===== config.mk =====
export PLATFORM = sky130hd
export DESIGN_NAME = bus_arbiter
export DESIGN_NICKNAME = d
export VERILOG_FILES = /design/src/rtl/bus_arbiter_pkg.sv /design/src/rtl/bus_arbiter_if.sv /design/src/rtl/bus_arbiter_oam_dma_engine.sv /design/src/rtl/bus_arbiter.sv
export SDC_FILE = /design/constraint.sdc
export NUM_CORES = 1
export LEC_CHECK = 0
export ABC_AREA = 1
export CORE_MARGIN = 4
export CORE_UTILIZATION = 50
export CTS_BUF_LIST = sky130_fd_sc_hd__clkbuf_2
export CTS_CLUSTER_SIZE = 12
export DETAILED_ROUTE_END_ITERATION = 7
export PLACE_DENSITY_LB_ADDON = 0.12
export REMOVE_ABC_BUFFERS = 1
export SLEW_MARGIN = 20
export SYNTH_ARGS = -nofsm -noshare
export SYNTH_HDL_FRONTEND = slang
export SYNTH_SLANG_ARGS = --single-unit

===== constraint.sdc =====
create_clock -name i_clk -period 6.3 [get_ports i_clk]
set_clock_uncertainty 0.1 [all_clocks]
set_input_delay 1.575 -clock i_clk [delete_from_list [all_inputs] [get_ports i_clk]]
set_output_delay 1.575 -clock i_clk [all_outputs]
set_load 0.005 [all_outputs]

===== src/rtl/bus_arbiter_pkg.sv =====
// Shared types and default address map for the CPU/OAM-DMA bus arbiter.
package bus_arbiter_pkg;

    typedef enum logic [1:0] {
        ST_IDLE  = 2'd0,
        ST_START = 2'd1,
        ST_XFER  = 2'd2
    } dma_state_e;

    typedef struct packed {
        dma_state_e state;
        logic [1:0] phase;
    } dma_dbg_t;

    localparam logic [15:0] DEF_DMA_REG_ADDR = 16'hFF46;
    localparam logic [15:0] DEF_OAM_BASE     = 16'hFE00;
    localparam int          DEF_DMA_LEN      = 160;
    localparam logic [15:0] DEF_HRAM_LO      = 16'hFF80;
    localparam logic [15:0] DEF_HRAM_HI      = 16'hFFFE;

    // Pages E0..FF mirror C0..DF, so the source is folded down by 0x20.
    function automatic logic [7:0] dma_src_hi(input logic [7:0] reg_val);
        return (reg_val >= 8'hE0) ? (reg_val - 8'h20) : reg_val;
    endfunction

endpackage


===== src/rtl/bus_arbiter_if.sv =====
// Memory-side bus: a requester (master) issues reads/writes, memory (slave) returns read data one clock later.
interface bus_arbiter_if;
    logic [15:0] rd_addr;
    logic [7:0]  rd_data;
    logic        wr_en;
    logic [15:0] wr_addr;
    logic [7:0]  wr_data;

    modport master (output rd_addr, wr_en, wr_addr, wr_data, input rd_data);
    modport slave  (input rd_addr, wr_en, wr_addr, wr_data, output rd_data);
endinterface


===== src/rtl/bus_arbiter_oam_dma_engine.sv =====
// OAM DMA sequencer: 4-clock start delay, then one byte per 4-clock slot (read T0, latch T1, write T2, advance T3).
module oam_dma_engine
    import bus_arbiter_pkg::*;
#(
    parameter logic [15:0] OAM_BASE = DEF_OAM_BASE,
    parameter int          DMA_LEN  = DEF_DMA_LEN
) (
    input  logic          i_clk,
    input  logic          i_rst,
    input  logic          i_start,
    input  logic [7:0]    i_start_val,
    output logic [7:0]    o_dma_reg,
    output logic          o_active,
    output dma_dbg_t      o_dbg,
    bus_arbiter_if.master bus
);

    localparam logic [7:0] LAST_IDX = 8'(DMA_LEN - 1);

    dma_state_e state_q;
    logic [1:0] phase_q;
    logic [7:0] idx_q;
    logic [7:0] byte_q;
    logic [7:0] dma_reg_q;
    logic       active_q;

    always_ff @(posedge i_clk or posedge i_rst) begin
        if (i_rst) begin
            state_q   <= ST_IDLE;
            phase_q   <= 2'd0;
            idx_q     <= 8'd0;
            byte_q    <= 8'd0;
            dma_reg_q <= 8'd0;
            active_q  <= 1'b0;
        end else if (i_start) begin
            // A register write always (re)starts from byte 0, even mid-transfer.
            dma_reg_q <= i_start_val;
            state_q   <= ST_START;
            phase_q   <= 2'd0;
            idx_q     <= 8'd0;
            active_q  <= 1'b1;
        end else begin
            case (state_q)
                ST_START: begin
                    phase_q <= phase_q + 2'd1;
                    if (phase_q == 2'd3) state_q <= ST_XFER;
                end
                ST_XFER: begin
                    phase_q <= phase_q + 2'd1;
                    if (phase_q == 2'd1) byte_q <= bus.rd_data;
                    if (phase_q == 2'd3) begin
                        if (idx_q == LAST_IDX) begin
                            state_q  <= ST_IDLE;
                            idx_q    <= 8'd0;
                            active_q <= 1'b0;
                        end else begin
                            idx_q <= idx_q + 8'd1;
                        end
                    end
                end
                default: phase_q <= 2'd0;
            endcase
        end
    end

    assign bus.rd_addr = {dma_src_hi(dma_reg_q), idx_q};
    assign bus.wr_en   = (state_q == ST_XFER) && (phase_q == 2'd2);
    assign bus.wr_addr = OAM_BASE + {8'h00, idx_q};
    assign bus.wr_data = byte_q;

    assign o_dma_reg = dma_reg_q;
    assign o_active  = active_q;
    assign o_dbg     = '{state: state_q, phase: phase_q};

endmodule


===== src/rtl/bus_arbiter.sv =====
// Arbitrates one memory port between the CPU and the OAM DMA engine; CPU sees only HRAM while DMA runs.
module bus_arbiter
    import bus_arbiter_pkg::*;
#(
    parameter logic [15:0] DMA_REG_ADDR = DEF_DMA_REG_ADDR,
    parameter logic [15:0] OAM_BASE     = DEF_OAM_BASE,
    parameter int          DMA_LEN      = DEF_DMA_LEN,
    parameter logic [15:0] HRAM_LO      = DEF_HRAM_LO,
    parameter logic [15:0] HRAM_HI      = DEF_HRAM_HI
) (
    input  logic        i_clk,
    input  logic        i_rst,
    input  logic [15:0] i_cpu_rd_addr,
    output logic [7:0]  o_cpu_rd_data,
    input  logic        i_cpu_wr_en,
    input  logic [15:0] i_cpu_wr_addr,
    input  logic [7:0]  i_cpu_wr_data,
    output logic [15:0] o_mem_rd_addr,
    input  logic [7:0]  i_mem_rd_data,
    output logic        o_mem_wr_en,
    output logic [15:0] o_mem_wr_addr,
    output logic [7:0]  o_mem_wr_data,
    output logic        o_dma_active
);

    bus_arbiter_if dma_bus ();

    dma_dbg_t   dbg;
    logic [7:0] dma_reg;
    logic       active;

    logic dma_reg_wr, hram_wr, hram_rd, cpu_wr_ok, dma_rd_slot;
    logic grant_q, grant_d;
    logic [7:0] hold_q, hold_d;
    logic wbuf_v_q, wbuf_v_d;
    logic [15:0] wbuf_a_q, wbuf_a_d;
    logic [7:0] wbuf_d_q, wbuf_d_d;
    logic mem_wr_en;

    assign dma_reg_wr = i_cpu_wr_en && (i_cpu_wr_addr == DMA_REG_ADDR);
    assign hram_wr    = (i_cpu_wr_addr >= HRAM_LO) && (i_cpu_wr_addr <= HRAM_HI);
    assign hram_rd    = (i_cpu_rd_addr >= HRAM_LO) && (i_cpu_rd_addr <= HRAM_HI);
    assign cpu_wr_ok  = i_cpu_wr_en && (!active || hram_wr || dma_reg_wr);

    oam_dma_engine #(
        .OAM_BASE (OAM_BASE),
        .DMA_LEN  (DMA_LEN)
    ) u_engine (
        .i_clk       (i_clk),
        .i_rst       (i_rst),
        .i_start     (dma_reg_wr),
        .i_start_val (i_cpu_wr_data),
        .o_dma_reg   (dma_reg),
        .o_active    (active),
        .o_dbg       (dbg),
        .bus         (dma_bus)
    );

    assign dma_rd_slot     = (dbg.state == ST_XFER) && (dbg.phase == 2'd0);
    assign o_mem_rd_addr   = dma_rd_slot ? dma_bus.rd_addr : i_cpu_rd_addr;
    assign dma_bus.rd_data = i_mem_rd_data;
    assign o_dma_active    = active;

    // Memory answers one clock late, so the hold register samples in the clock after a CPU grant.
    assign grant_d = !dma_rd_slot;
    assign hold_d  = grant_q ? i_mem_rd_data : hold_q;

    always_comb begin
        if (i_cpu_rd_addr == DMA_REG_ADDR) o_cpu_rd_data = dma_reg;
        else if (!active)                  o_cpu_rd_data = i_mem_rd_data;
        else if (!hram_rd)                 o_cpu_rd_data = 8'hFF;
        else                               o_cpu_rd_data = hold_q;
    end

    // Write port priority: DMA T2, then a buffered CPU write, then the live CPU write.
    always_comb begin
        mem_wr_en     = 1'b0;
        o_mem_wr_addr = i_cpu_wr_addr;
        o_mem_wr_data = i_cpu_wr_data;
        wbuf_v_d      = 1'b0;
        wbuf_a_d      = wbuf_a_q;
        wbuf_d_d      = wbuf_d_q;
        if (dma_bus.wr_en) begin
            mem_wr_en     = 1'b1;
            o_mem_wr_addr = dma_bus.wr_addr;
            o_mem_wr_data = dma_bus.wr_data;
        end else if (wbuf_v_q) begin
            mem_wr_en     = 1'b1;
            o_mem_wr_addr = wbuf_a_q;
            o_mem_wr_data = wbuf_d_q;
        end else if (cpu_wr_ok) begin
            mem_wr_en = 1'b1;
        end
        if (cpu_wr_ok && (dma_bus.wr_en || wbuf_v_q)) begin
            wbuf_v_d = 1'b1;
            wbuf_a_d = i_cpu_wr_addr;
            wbuf_d_d = i_cpu_wr_data;
        end
    end

    assign o_mem_wr_en = mem_wr_en && !i_rst;

    always_ff @(posedge i_clk or posedge i_rst) begin
        if (i_rst) begin
            grant_q  <= 1'b0;
            hold_q   <= 8'd0;
            wbuf_v_q <= 1'b0;
            wbuf_a_q <= 16'd0;
            wbuf_d_q <= 8'd0;
        end else begin
            grant_q  <= grant_d;
            hold_q   <= hold_d;
            wbuf_v_q <= wbuf_v_d;
            wbuf_a_q <= wbuf_a_d;
            wbuf_d_q <= wbuf_d_d;
        end
    end

endmodule


== Word-level counts from Yosys, hierarchy flattened ==
Index checks and enable logic that the tools add are counted.
W data, S select, Z words.

* Add/subtract/negate cells: 4
* Equality and inequality tests: 11
* Bitwise gates (word level): 1
* Order comparisons: 5
* Mux-type cells: 28
* Reduce and logical (&&, ||, !) cells: 24

{| class="wikitable"
|+ Operators by type and width
! kind !! count
|-
| $mux W8 || 10
|-
| $mux W16 || 3
|-
| $eq A16 B16 Y1 const B || 2
|-
| $ge A16 B16 Y1 const B || 2
|-
| $le A16 B16 Y1 const B || 2
|-
| $mux W2 || 6
|-
| $add A10 B9 Y11 const A || 1
|-
| $ne A3 B2 Y1 const B || 3
|-
| $add A8 B1 Y8 const B || 1
|-
| $eq A8 B8 Y1 const B || 1
|-
| $ge A8 B8 Y1 const B || 1
|-
| $logic_and A1 B1 Y1 || 8
|-
| $mux W1 || 8
|-
| $sub A8 B6 Y8 const B || 1
|-
| $eq A2 B2 Y1 const B || 3
|-
| $reduce_and A3 Y1 || 2
|-
| $reduce_bool A2 Y1 || 3
|-
| $eq A2 B1 Y1 const B || 2
|-
| $pmux W2 S2 || 1
|-
| $reduce_and A4 Y1 || 1
|-
| $logic_not A1 Y1 || 3
|-
| $logic_or A1 B1 Y1 || 3
|-
| $reduce_bool A3 Y1 || 1
|-
| $add A2 B1 Y2 const B || 1
|-
| 4 further kinds || 4
|}

* Bits in registers: 63
* Word-level logic and storage cells: 84
* Input bits: 51

== Depth between registers and ports, before layout ==
Gate-level depths: netlist (run 1).

* Depth in word-level cells: 9
* Depth in mapped cells: 10
* Depth with buffers taken out: 10

== Cells and area by module ==
From an unflattened synthesis (run 1), not the netlist that was laid out.

* Cells, all modules: 550
* Area, all modules: 4137.7 um^2

{| class="wikitable"
|+ By module, submodules not included
! module !! instances !! sequential area each (um^2) !! area each (um^2) !! cells an instance
|-
| bus_arbiter || 1 || 850.8 || 2543.7 || 370
|-
| oam_dma_engine || 1 || 725.7 || 1594.0 || 180
|}

== Worst setup path before layout (run 1) ==
OpenSTA, ideal clock, no wires.

* Kind: input -> output
* From: in i_cpu_rd_addr[9]
* To: out o_cpu_rd_data[5]
* Arrival time: 2480 ps
* Required time: 4625 ps
* Cell stages on the path: 8
* Path slack: 2145 ps
* Path buffers: 1
* Path through: nand4_1 nor2_2 inv_2 nor2_4 buf_4 nor2_1 nand2_1 nand2_1

* Cells in the longest elaborated chain, start to end: 5
* Elaborated cells between the ends (all ways): 7
* Classes of those cells: 2 x order compare; 1 x eq/ne; 3 x mux; 1 x reduce/logical

{| class="wikitable"
|+ RTL lines
! element !! line !! text
|-
| from (decl) || bus_arbiter.sv:13 || <nowiki>input logic [15:0] i_cpu_rd_addr,</nowiki>
|-
| $ge A16 B16 Y1 / $le A16 B16 Y1 (equally long branches) || bus_arbiter.sv:42 || <nowiki>assign hram_rd = (i_cpu_rd_addr >= HRAM_LO) && (i_cpu_rd_addr <= HRAM_HI);</nowiki>
|-
| $logic_and A1 B1 Y1 || bus_arbiter.sv:42 ||
|-
| $mux W8 || bus_arbiter.sv:71 || <nowiki>else if (!hram_rd) o_cpu_rd_data = 8'hFF;</nowiki>
|-
| $mux W8 || bus_arbiter.sv:70 || <nowiki>else if (!active) o_cpu_rd_data = i_mem_rd_data;</nowiki>
|-
| $mux W8 (*) || bus_arbiter.sv:69 || <nowiki>if (i_cpu_rd_addr == DMA_REG_ADDR) o_cpu_rd_data = dma_reg;</nowiki>
|-
| to (decl) || bus_arbiter.sv:14 || <nowiki>output logic [7:0] o_cpu_rd_data,</nowiki>
|}

Every way passes the cells marked *; elsewhere a longest branch is shown, timed or not.

== Worst setup path after layout (run 1) ==
* From: in i_cpu_rd_addr[11]
* To: out o_cpu_rd_data[1]

Same word-level chain as after synthesis.

==> flow_summary.toml, run 1 <==
[finish]
largest_reg_flops = 16
fillCellCount = 672
final_core_util_pct = 67.2
stdcell_count = 735
synthToLayoutAreaGrowth_pct = 29.1
finalNetCount = 690
regMostFlops = "wbuf_a_q"
register_area_mm2 = 0.00158
multi_input_area_mm2 = 0.00190
n_antenna_cell = 0
drive_gt1_share_pct = 5.19

[clocking]
htreeDepth = 3
cts_resized = 0
cts_tree = "yes"
post_cts_buffers = 0
cts_buffers = 9
ctsHoldBuffers = 0
clk_latency_ns = 0.47
root_buffer = "clkbuf_2"
clkTransAtPathRegs_ns = 0.14
numClockSinks = 63
cts.path.max_buffers = 2

[timing]
setup_tns_ns = 0
drv_slew = 0
rsz0062_at_grt = "false"
fin_crit_sh_pct = 85.1
hold_ws_ns = 0.388
final_hold_viol_count = 0
period_needed_ns = 5.36
tightest_slew_ns = 0.804
slew_headroom_pct = 46.4
finalSetupViolCount = 0
max_freq_ghz = 0.186

[placement]
dpl.cell_count = 719
hpwl_mm = 7.87
io_buffer_count = 100
gp_congestion = 0.946

[critical_path]
worst_setup_path_end_kind = "primary output"
cp_max_fo = 16
slowest_stage = "clkdlybuf4s50_1"
crit_path_start_kind = "input pin"
max_stage_delay_ns = 0.51
rrSetupSlack_ns = 3.51
critPathRequiredTime_ns = 4.62
worstPathArrival_ns = 3.69
path_cells = "clkdlybuf4s50_1, nand4_1, nor2_2, inv_2, nor2_4, nand2_1, nand2_1, clkdlybuf4s50_1"
criticalPathCategory = "input pin to primary output"

[synth]
synth_seq_cells = 63
synth-seq-area-share_pct = 41.1
synth_area_mm2 = 0.00384
yosysUniqueCellTypes = 29
synth_warnings = 0
syn_avg_cell_area_um2 = 7.07
synthesis.instances = 543

[detailed_routing]
vias = 3960
firstDrtPassIters = 5
final_antenna_net_count = 0
wirelength_mm = 10.8
via_per_inst = 5.39
post_drt_wl_per_cell_um = 14.6
drc = 0
drt_iter0_drc = 243

[global_routing]
grt_overflow = 0
grt.total_usage_pct = 24.5
grt_max_degree = 64
grt_pass1_vias = 3698
grt_first_pass_wirelength_mm = 17.6
antenna_found_initial = 0

[die]
die_w_um = 95.6
dieArea_mm2 = 0.00914
start_util_pct = 52.1
core_area_mm2 = 0.00737
rows = 31
dieHeight_um = 95.6
num_io_pins = 101

[power_and_ir_drop]
p_leak_nw = 2.45
p_per_area_mw_per_mm2 = 365
p_total_mw = 1.81
peakVddDrop_mv = 0.256

[worst_hold_path]
min_path_type = "flop to flop"

[run_status]
outcome = "completed"

[run]
cap_violations = 0
## synthesized netlist by cell type
cell | n | area [um^2]
nand2_1 | 188 | 706
dfrtp_1 | 63 | 1580
inv_1 | 55 | 206
nor2_1 | 47 | 176
o21ai_0 | 44 | 220
nand4_1 | 33 | 206
nand3_1 | 29 | 145
clkbuf_1 | 13 | 48.8
o211ai_1 | 12 | 90.1
a21oi_1 | 9 | 45.0
ha_1 | 8 | 100
buf_2 | 7 | 35.0
a31oi_1 | 6 | 37.5
buf_4 | 4 | 30.0
inv_2 | 4 | 15.0
nand3_2 | 3 | 30.0
buf_6 | 2 | 22.5
nand3_4 | 2 | 35.0
nor2_4 | 2 | 22.5
nor3_1 | 2 | 10.0
xor2_1 | 2 | 17.5
a41oi_2 | 1 | 16.3
buf_1 | 1 | 3.75
clkinv_1 | 1 | 3.75
nand2_4 | 1 | 11.3
nand3b_1 | 1 | 7.51
nor2_2 | 1 | 6.26
nor4_1 | 1 | 6.26
or2_2 | 1 | 6.26
## routing by layer
layer	global-route usage, %	share of wire, %	vias to the layer above
met3	4.97	9.0	21
met2	40.2	48	200
met1	32.9	42	1793
met4	6.64	1.6	0
li1	-	-	1946
met5	0	0	-
## report_power, final
part	switching [mW]	internal (mW)	total, mW
registers	0.102	0.552	0.654
clock network	0.141	0.0886	0.229
logic	0.490	0.434	0.925
total	0.733	1.07	1.81
## area by class of cell
type	count	area share, %
Tap cell	99	2.50
Inverter	60	4.55
Sequential cell	63	31.8
Clock inverter	6	1.04
Multi-Input combinational cell	393	38.3
Clock buffer	10	1.01
Timing Repair Buffer	104	20.8
## cell usage in the layout, fill, tap and decap left out
| cell type | instances |
|---|---|
| nand3_4 | 2 |
| nand3b_1 | 1 |
| dfrtp_1 | 63 |
| nand3_2 | 3 |
| bufinv_16 | 1 |
| a41oi_2 | 1 |
| ha_1 | 8 |
| nor3_1 | 2 |
| nor2_1 | 47 |
| a31oi_1 | 6 |
| inv_1 | 54 |
| o211ai_1 | 12 |
| nor2_2 | 1 |
| o21ai_0 | 44 |
| a21oi_1 | 9 |
| nand2_4 | 1 |
| buf_4 | 4 |
| nor2_4 | 2 |
| nand4_1 | 33 |
| nand2_1 | 188 |
| clkdlybuf4s50_1 | 100 |
| clkinv_2 | 2 |
| or2_2 | 1 |
| clkbuf_2 | 10 |
| inv_2 | 5 |
| nor4_1 | 1 |
| xor2_1 | 2 |
| nand3_1 | 29 |
| clkinv_1 | 4 |
## logic make-up (layout without fill, tap and decap cells)
logic type,after synthesis,in the layout,synth area share (%)
and+or+nand+nor,311,311,35.7
buffers and inverters,87,180,9.52
AOI/OAI and AO/OA,72,72,10.7
DFF,63,63,41.1
adders and majority gates,8,8,2.61
xor gates and xnor gates,2,2,0.457
## critical path, delay by kind of cell
family | cells | cell delay [ns]
simple gates | 5 | 1.03
buf+inv | 3 | 1.09
## metrics by stage
step	setup WS, ns	area [um^2]
2_1_floorplan	2.19	3700
3_3_place_gp	0.978	4850
3_5_place_dp	0.951	4850
4_1_cts	0.940	4950
5_1_grt	0.748	4950
6_report	0.936	4950
## path summary, 6_finish.rpt
path,cells after the start,start,endpoint
setup / recovery,8,i_cpu_rd_addr[11],o_cpu_rd_data[1]
min in group asynchronous,3,i_rst,wbuf_d_q[2]
hold / removal,2,wbuf_d_q[0],wbuf_d_q[0]
setup reg to reg,10,u_engine.state_q[0],wbuf_a_q[9]
hold reg to reg,2,wbuf_d_q[0],wbuf_d_q[0]
max in group asynchronous,3,i_rst,u_engine.state_q[1]
Note: power is estimated with default switching activity, not from simulation.
==> inputs of run 2 (changes only) <==
Settings changed: ABC_AREA 1 to unset.
==> flow_summary.toml, run 2 <==
[clocking]
htreeDepth = 3
cts_buffers = 9
cts_tree = "yes"
cts.path.max_buffers = 2
clkTransAtPathRegs_ns = 0.14
cts_resized = 0
root_buffer = "clkbuf_2"
numClockSinks = 63
clk_latency_ns = 0.50
post_cts_buffers = 0
ctsHoldBuffers = 0

[power_and_ir_drop]
clkPwrFrac_pct = 30.1
swShare_pct = 24.7
internal_power_mw = 0.569
p_leak_nw = 2.05
pwr-share-comb_pct = 14.2
p_seq_share_pct = 55.7
p_switching_mw = 0.187
peakVddDrop_mv = 0.0902
p_per_area_mw_per_mm2 = 161

[detailed_routing]
firstDrtPassIters = 4
final_antenna_net_count = 0
via_per_inst = 5.52
drt_iter0_drc = 118
post_drt_wl_per_cell_um = 17.0
highest_layer = "met4"
drc = 0
route.met3.wl_um = 489
routed-wl-met2_mm = 4.59
vias = 2971
wirelength_mm = 9.15
met1Wirelength_mm = 3.95

[finish]
synthToLayoutAreaGrowth_pct = 31.3
final_core_util_pct = 68.5
regMostFlops = "wbuf_a_q"
drive_gt1_share_pct = 16.5
final_cell_mix = "clkdlybuf4s50_1 (100), dfrtp_1 (63), nand2_1 (39)"
n_antenna_cell = 0
finalNetCount = 498
final_common_cell = "clkdlybuf4s50_1"
largest_reg_flops = 16
fillCellCount = 564

[synth]
synth_top_cells_by_count = "dfrtp_1 (63), nand2_1 (39), mux2_2 (29)"
synth_warnings = 0
syn_avg_cell_area_um2 = 10.3
synthesis.instances = 347
synth-main-ff-cell = "dfrtp_1"
yosysMostFrequentCell = "dfrtp_1"
synthArstFlopShare_pct = 100
synth_edf_count = 0
yosysUniqueCellTypes = 36
yosysTopAreaCellShare_pct = 44.0
yosysTopAreaCell = "dfrtp_1"
synth_seq_cells = 63
synth_area_mm2 = 0.00358
synth-seq-area-share_pct = 44.0
yosys-top-cells-area = "dfrtp_1 (44%), mux2_2 (9.1%), mux2_4 (8.0%)"

[placement]
io_buffer_count = 100
gp_congestion = 0.832
hpwl_mm = 6.64

[worst_hold_path]
min_path_type = "flop to flop"
whs_path_depth = 1

[timing]
drv_slew = 0
setup_tns_ns = 0
rsz0062_at_grt = "false"
max_freq_ghz = 0.180
fin_crit_sh_pct = 88.3
period_needed_ns = 5.56
slew_headroom_pct = 42.4
tightest_slew_ns = 0.863
final_hold_viol_count = 0
finalSetupViolCount = 0

[global_routing]
grt_pass1_vias = 3026
antenna_found_initial = 0
grt_first_pass_wirelength_mm = 14.8
grt.total_usage_pct = 21.9
grt_overflow = 0
grt_max_degree = 64

[die]
die_w_um = 92.7
dieArea_mm2 = 0.00858
rows = 30
core_area_mm2 = 0.00687
dieHeight_um = 92.7
start_util_pct = 52.2
num_io_pins = 101

[critical_path]
criticalPathCategory = "input pin to primary output"
critPathRequiredTime_ns = 4.62
r2r.worst_path.cells = 4
crit_path_start_kind = "input pin"
worst_setup_path_end_kind = "primary output"
cp_max_fo = 16
worstPathArrival_ns = 3.89

[run_status]
outcome = "completed"

[run]
cap_violations = 0
[run 2: changes by cell type after synthesis, moves of 19 or more]
cell	change
inv_1	-40
nand2_1	-149
mux2_2	+29
mux2_4	+19
mux2i_1	+25
nand4_1	-24
nor2_1	-19
nand3_1	-25
[run 2: cells by family after synthesis]
logic type,share of synthesized area (%)
simple gates,12.9
mux,24.1
compound gates,10.4
flops,44.0
buf+inv,5.06
fa+ha+maj,2.79
xor+xnor,0.733
[run 2: critical path, stage by stage]
cell and delay, ns:
clkdlybuf4s50_1 0.47, or4_1 0.53, nor3_1 0.15, nand2_1 0.34, o21ai_0 0.29, clkdlybuf4s50_1 0.53
[run 2: path summary, 6_finish.rpt]
kind                                           from               endpoint  slack, ns
worst min register to register  u_engine.phase_q[0]    u_engine.phase_q[0]       0.42
min in group asynchronous                     i_rst            wbuf_a_q[1]       1.54
max in group asynchronous                     i_rst  u_engine.o_dma_reg[2]       4.02
worst min-delay path            u_engine.phase_q[0]    u_engine.phase_q[0]       0.42
worst max register to register             wbuf_v_q            wbuf_d_q[7]       3.61
worst max-delay path               i_cpu_rd_addr[5]       o_cpu_rd_data[5]       0.74
[run 2: power by group through the flow]
stage	Sequential (mW)	Combinational [mW]	Clock, mW
global placement	0.427	0.106	0
detailed placement	0.428	0.108	0
floorplan	0.426	0.0359	0
CTS	0.421	0.109	0.233
finish	0.421	0.107	0.228
global route	0.422	0.116	0.249
[run 2: cell type report]
class	instances	area [um^2]	area share, %
sequential	63	1580	33.5
clock inverter	5	51.3	1.09
inverter	15	56.3	1.20
tap	96	120	2.55
multi-input combinational	247	1830	39.0
timing repair buffer	103	1020	21.7
clock buffer	9	45.0	0.957
[run 2: through the flow]
step	hold slack, ns	total power, mW	instances	setup slack (ns)	area [um^2]
after global routing	0.444	0.788	538	0.574	4710
after detailed placement	0.393	0.536	524	0.735	4600
after CTS	0.420	0.762	538	0.724	4700
final	0.421	0.756	538	0.735	4710
after global placement	0.386	0.534	524	0.787	4600
after floorplan	0.366	0.462	325	1.86	3460
[run 2: routing by layer]
metal / global-route usage (%) / vias to the layer above
li1: - / 1417
met1: 27.0 / 1468
met2: 37.2 / 75
met3: 6.58 / 11
met4: 6.11 / 0
met5: 0 / -
==> inputs of run 3 (changes only) <==
--- a/constraint.sdc
+++ b/constraint.sdc
@@ -3,3 +3,3 @@
 set_input_delay 1.575 -clock i_clk [delete_from_list [all_inputs] [get_ports i_clk]]
 set_output_delay 1.575 -clock i_clk [all_outputs]
-set_load 0.005 [all_outputs]
+set_load 0.05 [all_outputs]
==> flow_summary.toml, run 3 (same netlist as run 2, synthesis figures left out) <==
[clocking]
cts_tree = "yes"
htreeDepth = 3
cts_buffers = 9
cts.path.max_buffers = 2
post_cts_buffers = 0
ctsHoldBuffers = 0
clk_latency_ns = 0.49
cts_resized = 0
numClockSinks = 63
root_buffer = "clkbuf_2"
clkTransAtPathRegs_ns = 0.16

[timing]
max_freq_ghz = 0.170
period_needed_ns = 5.89
hold_ws_ns = 0.418
drv_slew = 0
rsz0062_at_grt = "false"
fin_crit_sh_pct = 93.5
slew_headroom_pct = 29.3
final_hold_viol_count = 0
setup_tns_ns = 0
tightest_slew_ns = 1.05
finalSetupViolCount = 0

[critical_path]
critPathRequiredTime_ns = 4.62
cp_max_fo = 16
crit_path_start_kind = "input pin"
rrSetupSlack_ns = 3.62
worst_setup_path_end_kind = "primary output"
worstPathArrival_ns = 4.22
criticalPathCategory = "input pin to primary output"

[global_routing]
grt_overflow = 0
grt_first_pass_wirelength_mm = 15.2
antenna_found_initial = 0
grt_pass1_vias = 3002
grt.total_usage_pct = 22.6
grt_max_degree = 64

[finish]
drive_gt1_share_pct = 16.5
synthToLayoutAreaGrowth_pct = 30.6
regMostFlops = "wbuf_a_q"
fillCellCount = 583
final_cell_mix = "clkdlybuf4s50_1 (100), dfrtp_1 (63), nand2_1 (39)"
n_antenna_cell = 0
largest_reg_flops = 16
finalNetCount = 498
register_area_mm2 = 0.00158
final_common_cell = "clkdlybuf4s50_1"
multi_input_area_mm2 = 0.00183

[detailed_routing]
via_per_inst = 5.44
drt_iter0_drc = 220
final_antenna_net_count = 0
vias = 2932
post_drt_wl_per_cell_um = 17.0
drc = 0
firstDrtPassIters = 4
wirelength_mm = 9.17

[power_and_ir_drop]
peakVddDrop_mv = 0.114
p_leak_nw = 2.04
p_per_area_mw_per_mm2 = 163

[die]
core_area_mm2 = 0.00687
start_util_pct = 52.2
dieHeight_um = 92.7
rows = 30
num_io_pins = 101
die_w_um = 92.7
dieArea_mm2 = 0.00858

[run_status]
outcome = "completed"

[worst_hold_path]
min_path_type = "flop to flop"

[placement]
hpwl_mm = 6.69
gp_congestion = 0.832
io_buffer_count = 100

[run]
cap_violations = 0
==> run 3: changes by cell type in the layout (fill, tap and decap cells not counted) <==
| cell | before | now |
|---|---|---|
| bufinv_16 | 1 | 0 |
| clkbuf_2 | 9 | 10 |
| clkinv_2 | 2 | 3 |
| nor4b_1 | 0 | 1 |
| nor4b_2 | 1 | 0 |
==> run 3: per-layer routing <==
layer | up-vias | global-route usage [%] | part of all wire, %
li1 | 1420 | - | -
met2 | 73 | 38.1 | 50
met5 | - | 0 | 0
met3 | 13 | 6.50 | 5.1
met4 | 0 | 6.35 | 1.4
met1 | 1426 | 28.3 | 43
==> run 3: worst paths after layout <==
kind | start | endpoint | cells past startpoint
max | i_cpu_rd_addr[5] | o_cpu_rd_data[0] | 6
min | u_engine.phase_q[0] | u_engine.phase_q[0] | 1
max reg2reg | wbuf_v_q | wbuf_d_q[7] | 4
min reg2reg | u_engine.phase_q[0] | u_engine.phase_q[0] | 1
max in group asynchronous | i_rst | hold_q[7] | 3
min in group asynchronous | i_rst | wbuf_a_q[2] | 3
==> run 3: where the power goes <==
group | internal, mW | leakage, nW | switching [mW]
Combinational | 0.0694 | 1.25 | 0.0844
Sequential | 0.415 | 0.731 | 0.00585
Clock | 0.0481 | 0.0550 | 0.142
Total | 0.532 | 2.04 | 0.232
==> run 3: area by class of cell <==
cell class,count,share of cell area (%)
clock buffer,10,1.07
clock inverter,5,0.561
inverter,15,1.20
multi-input combinational,247,39.0
sequential,63,33.7
tap,96,2.57
timing repair buffer,103,21.9
==> run 3: metrics by stage <==
step                worst slack (ns)  instances  utilization (%)  power [mW]  area (um^2)
finish                         0.408        539             68.1       0.764         4680
global route                   0.287        539             68.1       0.800         4680
CTS                            0.390        539             68.1       0.774         4680
detailed placement             0.393        524             67.0       0.583         4600
global placement               0.481        524             67.0       0.580         4600
floorplan                       1.03        325                -       0.509         3460
==> run 3: worst max-delay path, stage by stage <==
cell and delay, ns:
clkdlybuf4s50_1 0.47, or4_1 0.53, nor3_1 0.16, nand2_1 0.33, o21ai_0 0.31, clkdlybuf4s50_1 0.84
